[src/rtl/video_timing_pkg.sv]
// video_timing_pkg
//   Shared raster-timing constants and the per-pixel timing bundle used by
//   video_sig_gen and the downstream pixel pipeline.
//   - 1280x720p60 defaults (74.25 MHz pixel clock) and derived totals / sync
//     window bounds, all as 32-bit localparams.
//   - Counter widths for hcount / vcount / frame counter.
//   - video_timing_t: {hcount, vcount, hs, vs, ad, nf} for one raster position.
package video_timing_pkg;

    localparam int H_ACTIVE_720P = 1280;
    localparam int H_FP_720P     = 110;
    localparam int H_SYNC_720P   = 40;
    localparam int H_BP_720P     = 220;
    localparam int V_ACTIVE_720P = 720;
    localparam int V_FP_720P     = 5;
    localparam int V_SYNC_720P   = 5;
    localparam int V_BP_720P     = 20;
    localparam int FPS_720P      = 60;

    localparam int H_TOTAL_720P      = H_ACTIVE_720P + H_FP_720P + H_SYNC_720P + H_BP_720P;
    localparam int V_TOTAL_720P      = V_ACTIVE_720P + V_FP_720P + V_SYNC_720P + V_BP_720P;
    localparam int H_SYNC_START_720P = H_ACTIVE_720P + H_FP_720P;
    localparam int H_SYNC_END_720P   = H_SYNC_START_720P + H_SYNC_720P - 1;
    localparam int V_SYNC_START_720P = V_ACTIVE_720P + V_FP_720P;
    localparam int V_SYNC_END_720P   = V_SYNC_START_720P + V_SYNC_720P - 1;

    localparam int HCOUNT_W = 11;
    localparam int VCOUNT_W = 10;
    localparam int FCOUNT_W = 6;

    typedef struct packed {
        logic [HCOUNT_W-1:0] hcount;
        logic [VCOUNT_W-1:0] vcount;
        logic                hs;
        logic                vs;
        logic                ad;
        logic                nf;
    } video_timing_t;

endpackage

[src/rtl/video_sig_gen.sv]
// video_sig_gen
//   Free-running raster timing generator feeding the TMDS encoders.
//   The next raster position is computed combinationally, every flag is
//   decoded from that next position, and the whole bundle is registered, so
//   outputs carry no combinational path and each flag lines up with the
//   hcount/vcount it describes.
// Ports:
//   clk_in      pixel clock
//   rst_n_in    asynchronous active-low reset
//   hcount_out  horizontal position 0..H_TOTAL-1
//   vcount_out  vertical position 0..V_TOTAL-1
//   hs_out      horizontal sync, active-high
//   vs_out      vertical sync, active-high (whole lines)
//   ad_out      active-draw flag
//   nf_out      one-cycle strobe at (H_ACTIVE, V_ACTIVE)
//   fc_out      frame counter 0..FPS-1, steps together with nf_out
module video_sig_gen
    import video_timing_pkg::*;
#(
    parameter int H_ACTIVE = H_ACTIVE_720P,
    parameter int H_FP     = H_FP_720P,
    parameter int H_SYNC   = H_SYNC_720P,
    parameter int H_BP     = H_BP_720P,
    parameter int V_ACTIVE = V_ACTIVE_720P,
    parameter int V_FP     = V_FP_720P,
    parameter int V_SYNC   = V_SYNC_720P,
    parameter int V_BP     = V_BP_720P,
    parameter int FPS      = FPS_720P
) (
    input  logic                clk_in,
    input  logic                rst_n_in,
    output logic [HCOUNT_W-1:0] hcount_out,
    output logic [VCOUNT_W-1:0] vcount_out,
    output logic                hs_out,
    output logic                vs_out,
    output logic                ad_out,
    output logic                nf_out,
    output logic [FCOUNT_W-1:0] fc_out
);

    localparam int H_TOTAL  = H_ACTIVE + H_FP + H_SYNC + H_BP;
    localparam int V_TOTAL  = V_ACTIVE + V_FP + V_SYNC + V_BP;
    localparam int HS_START = H_ACTIVE + H_FP;
    localparam int HS_END   = HS_START + H_SYNC - 1;
    localparam int VS_START = V_ACTIVE + V_FP;
    localparam int VS_END   = VS_START + V_SYNC - 1;

    generate
        if (H_TOTAL > (1 << HCOUNT_W)) begin : g_h_too_big
            $error("video_sig_gen: H_TOTAL exceeds hcount width");
        end
        if (V_TOTAL > (1 << VCOUNT_W)) begin : g_v_too_big
            $error("video_sig_gen: V_TOTAL exceeds vcount width");
        end
        if (FPS < 1 || FPS > (1 << FCOUNT_W)) begin : g_fps_bad
            $error("video_sig_gen: FPS out of frame-counter range");
        end
    endgenerate

    // Counter-width copies so every decode compares at counter width.
    localparam logic [HCOUNT_W-1:0] H_LAST   = HCOUNT_W'(H_TOTAL - 1);
    localparam logic [VCOUNT_W-1:0] V_LAST   = VCOUNT_W'(V_TOTAL - 1);
    localparam logic [HCOUNT_W-1:0] H_ACT_C  = HCOUNT_W'(H_ACTIVE);
    localparam logic [VCOUNT_W-1:0] V_ACT_C  = VCOUNT_W'(V_ACTIVE);
    localparam logic [HCOUNT_W-1:0] HS_LO    = HCOUNT_W'(HS_START);
    localparam logic [HCOUNT_W-1:0] HS_HI    = HCOUNT_W'(HS_END);
    localparam logic [VCOUNT_W-1:0] VS_LO    = VCOUNT_W'(VS_START);
    localparam logic [VCOUNT_W-1:0] VS_HI    = VCOUNT_W'(VS_END);
    localparam logic [FCOUNT_W-1:0] FC_LAST  = FCOUNT_W'(FPS - 1);

    video_timing_t       cur, nxt;
    logic [FCOUNT_W-1:0] fc_q, fc_nxt;

    always_comb begin
        nxt = '0;
        nxt.hcount = (cur.hcount == H_LAST) ? '0 : cur.hcount + 1'b1;
        nxt.vcount = cur.vcount;
        if (cur.hcount == H_LAST)
            nxt.vcount = (cur.vcount == V_LAST) ? '0 : cur.vcount + 1'b1;

        nxt.hs = (nxt.hcount >= HS_LO) && (nxt.hcount <= HS_HI);
        nxt.vs = (nxt.vcount >= VS_LO) && (nxt.vcount <= VS_HI);
        nxt.ad = (nxt.hcount < H_ACT_C) && (nxt.vcount < V_ACT_C);
        nxt.nf = (nxt.hcount == H_ACT_C) && (nxt.vcount == V_ACT_C);

        fc_nxt = fc_q;
        if (nxt.nf)
            fc_nxt = (fc_q == FC_LAST) ? '0 : fc_q + 1'b1;
    end

    // Reset parks on the last raster position so the first edge after
    // release lands on (0,0) and the first visible pixel is not lost.
    always_ff @(posedge clk_in or negedge rst_n_in) begin
        if (!rst_n_in) begin
            cur.hcount <= H_LAST;
            cur.vcount <= V_LAST;
            cur.hs     <= 1'b0;
            cur.vs     <= 1'b0;
            cur.ad     <= 1'b0;
            cur.nf     <= 1'b0;
            fc_q       <= '0;
        end else begin
            cur  <= nxt;
            fc_q <= fc_nxt;
        end
    end

    assign hcount_out = cur.hcount;
    assign vcount_out = cur.vcount;
    assign hs_out     = cur.hs;
    assign vs_out     = cur.vs;
    assign ad_out     = cur.ad;
    assign nf_out     = cur.nf;
    assign fc_out     = fc_q;

endmodule

[config.mk]
export PLATFORM = sky130hd
export DESIGN_NAME = video_sig_gen
export DESIGN_NICKNAME = d
export VERILOG_FILES = /design/src/rtl/video_timing_pkg.sv /design/src/rtl/video_sig_gen.sv
export SDC_FILE = /design/constraint.sdc
export NUM_CORES = 1
export LEC_CHECK = 0
export ABC_CLOCK_PERIOD_IN_PS = 7200
export CAP_MARGIN = 0
export CORE_MARGIN = 8
export CORE_UTILIZATION = 57
export CTS_CLUSTER_DIAMETER = 80
export CTS_CLUSTER_SIZE = 20
export DETAILED_ROUTE_END_ITERATION = 7
export PLACE_DENSITY = 0.86
export SYNTH_ARGS = -nofsm -noshare
export SYNTH_HDL_FRONTEND = slang
export SYNTH_SLANG_ARGS = --single-unit
[constraint.sdc]
create_clock -name clk_in -period 7.2 [get_ports clk_in]
set_clock_uncertainty 0.05 [all_clocks]
set_input_delay 1.8 -clock clk_in [delete_from_list [all_inputs] [get_ports clk_in]]
set_output_delay 1.8 -clock clk_in [all_outputs]
set_load 0.02 [all_outputs]
## Word level (Yosys, flattened, before mapping)

Cells that the tools add are included.

- Flip-flop bits (word level): 31
- Input bits: 2
- Output and inout port bits: 31
- Logic and storage cells: 29

- Add/sub/neg operators: 3
- Order comparisons: 6
- Equal/unequal tests: 5
- Mux-type cells: 4
- Reduce and logical (&&, ||, !) cells: 4

Operators with widths:

| operator | number |
|---|---|
| equality test 11 bit (second input constant) | 2 |
| equality test 10 bit (second input constant) | 2 |
| 2-to-1 mux 10 bit | 2 |
| adder 11 x 1 -> 11 bit (second input constant) | 1 |
| greater-or-equal comparator 11 bit (second input constant) | 1 |
| <= comparator 11 bit (second input constant) | 1 |
| less-than comparator 11 bit (second input constant) | 1 |
| 2-to-1 mux 11 bit | 1 |
| adder 10 x 1 -> 10 bit (second input constant) | 1 |
| greater-or-equal comparator 10 bit (second input constant) | 1 |
| <= comparator 10 bit (second input constant) | 1 |
| less-than comparator 10 bit (second input constant) | 1 |
| adder 6 x 1 -> 6 bit (second input constant) | 1 |
| equality test 6 bit (second input constant) | 1 |
| 2-to-1 mux 6 bit | 1 |
| logical AND 1 bit | 4 |

## Longest topological paths before layout

- Depth after elaboration: 5
- Gate-level depth with buffers: 11
- Depth with buffers taken out: 9

## Least setup slack after synthesis

No wires, ideal clock.

- Kind: register to register
- From: register cur (netlist bit hcount_out[0])
- To: register fc_q[0] (netlist: fc_out[0])
- Library setup time: 0.128 ns
- Data arrival time: 2.990 ns
- Data required time: 7.022 ns
- Path slack: 4.032 ns
- Cell stages (with the launch flop): 10
- Buffers on the path: 1
- Period minus slack after synthesis: 3.168 ns
- Cell sequence: dfstp_2 ha_1 nand4bb_4 or4_1 buf_2 or4_4 nand2_2 nand3_2 nor4_4 mux2_1

RTL lines:

| element | RTL line | text |
|---|---|---|
| from (decl) | video_sig_gen.sv:71 | `video_timing_t cur, nxt;` |
| from (signal assigned) | video_sig_gen.sv:103 | `cur <= nxt;` |
| to (signal assigned) | video_sig_gen.sv:104 | `fc_q <= fc_nxt;` |
| to (decl) | video_sig_gen.sv:72 | `logic [FCOUNT_W-1:0] fc_q, fc_nxt;` |

## Worst setup path in the final report

- From: register cur (netlist bit vcount_out[2])
- To: output vcount_out[2]

RTL lines:

| element | RTL line | text |
|---|---|---|
| to (decl) | video_sig_gen.sv:33 | `output logic [VCOUNT_W-1:0] vcount_out,` |

No word-level cell between the ends.

==> run metrics <==
mean routed wirelength per cell around 16 um; reg-to-reg setup timing slack about 3700 ps; required time of the critical path about 5400 ps; classification of the worst-slack hold path flip-flop to flip-flop; vertical die dimension approximately 76 um; Bufs and invs on worst path 1; boundary pin count 33; total number of nets in the final design between 200 and 300; PnR worst setup slack ~3700 ps; endpoint with the worst hold slack vcount_out[7]; Iteration-0 DRC Markers 230; sum of negative setup slack 0 ps; global routing met1 resource utilization 0.2264; fraction of power spent switching nets 0.2106; count of flip-flops with a built-in enable after synthesis 0; most area-consuming cells after synthesis dfrtp_1 (22%), dfstp_2 (17%), nand2_1 (3.9%); pwr/cell area around 120 nW/um2; Max VDD drop between 0.08 and 0.09 mV; Netlist cell types 53; CP Data Arrival Time about 1700 ps; number of fill cells in the layout 266; crit path kind flip-flop to output port; cells along the critical path clkdlybuf4s50_1; outcome complete, no violations; capturing element type of the critical path output port; warnings from Yosys 0; count of input and output buffers 32; r2r endpoint fc_out[1]; DPL Wire Length approximately 3.4 mm; post-detailed-routing wire length around 4.7 mm; share of total power in the clock network 0.395; clock tree from TritonCTS done; hold path startpoint vcount_out[7]; #FFs+latches synth 31; internal power of the cells approximately 230 uW; worst rel slew slack 0.6460; most frequent cells after synthesis nand2_1 (21), dfrtp_1 (18), nor2_1 (18); global-route usage over all layers 0.1840; switching power total roughly 62 uW; cell with the most instances after synthesis nand2_1; quantity of hold-fixing buffers added after cts 0; Post-Place Setup Slack between 3000 and 4000 ps; Setup Viol. Count Final 0; CTS buffer count 5; number of buffers on the longest clock path 2; Initial Util 0.6002; die area approximately 5700 um2; global route total overflow 0; M3 GR Usage 0.05526; max cap viols 0; Slew Viols, Final 0; slew at the pin closest to its max-slew limit around 520 ps; Layout Area Growth over Synthesis 19.68%; met2 layer usage reported by global route 0.2928; routing layer with the top usage in global route met2; Final Hold Violating Endpoints 0; Final Core Density 0.7183; final estimated routing congestion in global placement a little over 0.9; num rows 21; instance count along the most critical hold path 2; remaining routing DRC violations 0; sequential share of power 0.592; largest stage delay on the critical path roughly 680 ps; CP top delay family flip-flops; clock sinks 31; Clk Latency, worst-skew pair 340 ps; fin crit share 0.4899; count of antenna-violating nets left after detailed routing 0; syn nets 229; cell count after synthesis 222; post-layout min period 3527 ps; antenna violations before repair 0; post-CTS setup-driven buffer insertion count 0; combinational share of power 0.014; via count of the first global-routing pass approximately 1700; number of standard cells in the layout, taps in and fillers out just under 300; post-synthesis cell type with the largest combined area dfrtp_1; Seq/Total Area, Yosys 0.3893; maximum number of pins on one net before global-route repair 32; top_reg_cell synth dfrtp_1; total placed cells including tap cells between 200 and 300; layout cells sized above 1 0.1355; kind of start point of the critical path flip-flop; Antenna Cells 0; vias per std cell 6.236; cell count of the worst reg-to-reg path 8; cell with the biggest individual delay on the critical path dfstp_2; share of the synthesized area in the top cell type 0.2214; H-Tree Level Count 2; clock-pin slew on the worst setup and hold paths ~100 ps; fraction of synthesis flops using an asynchronous set or reset pin 1.000; total area of sequential cells 792.0 um2; source of the worst register-to-register timing path hcount_out[0]; area of the core around 3400 um2; area taken by multi-input logic gates 1162 um2; wire length of the first global-routing pass roughly 8.0 mm; number of gates resized after CTS 0; upper clock frequency limit around 280 MHz; Avg Cell Area, Syn 9.164 um2; Pre-antenna DRT Iters 4; worst hold margin between 400 and 500 ps; setup repair after global routing missed its margin no; vias between 1500 and 2000; area of the mapped netlist between 2000 and 2500 um2; P_leak about 0.00090 uW; clock root buffer clkbuf_4; largest fanout of any net on the critical path 15; width of the die about 76 um
==> worst reg2reg max path, cell delays in order (launching register included) <==
cell and delay [ps]:
dfstp_2 610, ha_1 220, nand4bb_4 120, or4_1 760, or4_4 610, nand2_2 140, nand3_2 140, nor4_4 380
mux2_1 350
==> worst max path at each step <==
| stage | startpoint | cells after the start | slack (ps) | endpoint |
|---|---|---|---|---|
| 5_1_grt | hcount_out[0] | 9 | 3570 | fc_out[2] |
| 3_5_place_dp | hcount_out[0] | 8 | 3740 | fc_out[0] |
| 2_1_floorplan | hcount_out[0] | 9 | 4030 | fc_out[0] |
| 6_report | vcount_out[2] | 1 | 3670 | vcount_out[2] |
| 3_3_place_gp | hcount_out[0] | 8 | 3820 | fc_out[1] |
| 4_1_cts | vcount_out[2] | 1 | 3660 | vcount_out[2] |
==> power by group through the flow <==
stage          logic [uW]  registers (uW)  clock network, uW
2_1_floorplan    0.000381             178                  0
3_3_place_gp         4.23             177                  0
3_5_place_dp         4.28             177                  0
4_1_cts              4.30             174                120
5_1_grt              4.87             174                127
6_report             4.01             174                116
==> area by class of cell <==
cell class                      count  share of cell area
Tap cell                           46             0.02364
Inverter                            5            0.007708
Multi-Input combinational cell    173              0.4774
Sequential cell                    31              0.3253
Clock buffer                        8             0.02826
Timing Repair Buffer               34              0.1377
==> per-stage QoR <==
stage | area (um2) | total power [uW]
finish | 2435 | 294.7
global route | 2435 | 306.0
floorplan | 2034 | 177.5
CTS | 2435 | 298.9
global placement | 2366 | 181.7
detailed placement | 2366 | 181.8
==> state kept, by name, indices dropped and copies added (netlist names) <==
| signal | cells |
|---|---|
| hs_out | 1 |
| vs_out | 1 |
| vcount_out | 10 |
| fc_out | 6 |
| nf_out | 1 |
| ad_out | 1 |
| hcount_out | 11 |
==> kinds of logic after synthesis <==
kind of cell    count (synthesis)  synth area share
compound gates                 56            0.1802
buf+inv                        18           0.03936
fa+ha+maj                       5           0.03075
flops                          31            0.3893
mux                             3           0.01845
simple gates                   96            0.2860
xor+xnor                       13           0.05597
==> per-layer routing <==
| metal | up-vias | routed length [um] |
|---|---|---|
| met3 | 15 | 320 |
| met4 | 0 | 133 |
| met2 | 68 | 2193 |
| li1 | 889 | - |
| met1 | 880 | 2006 |
| met5 | - | 0 |
==> placed cells by master (no fill, tap or decap), types with 5 or more instances in the layout <==
master,count
a21oi_1,12
a31oi_1,6
clkbuf_4,5
clkdlybuf4s50_1,32
dfrtp_1,18
dfstp_2,13
ha_1,5
inv_1,5
nand2_1,21
nand2b_1,5
nand3_1,12
nand4_1,6
nor2_1,18
o21ai_0,11
o31ai_1,7
or3_1,6
xnor2_1,8
xor2_1,5
(Power assumes the default switching activity.)
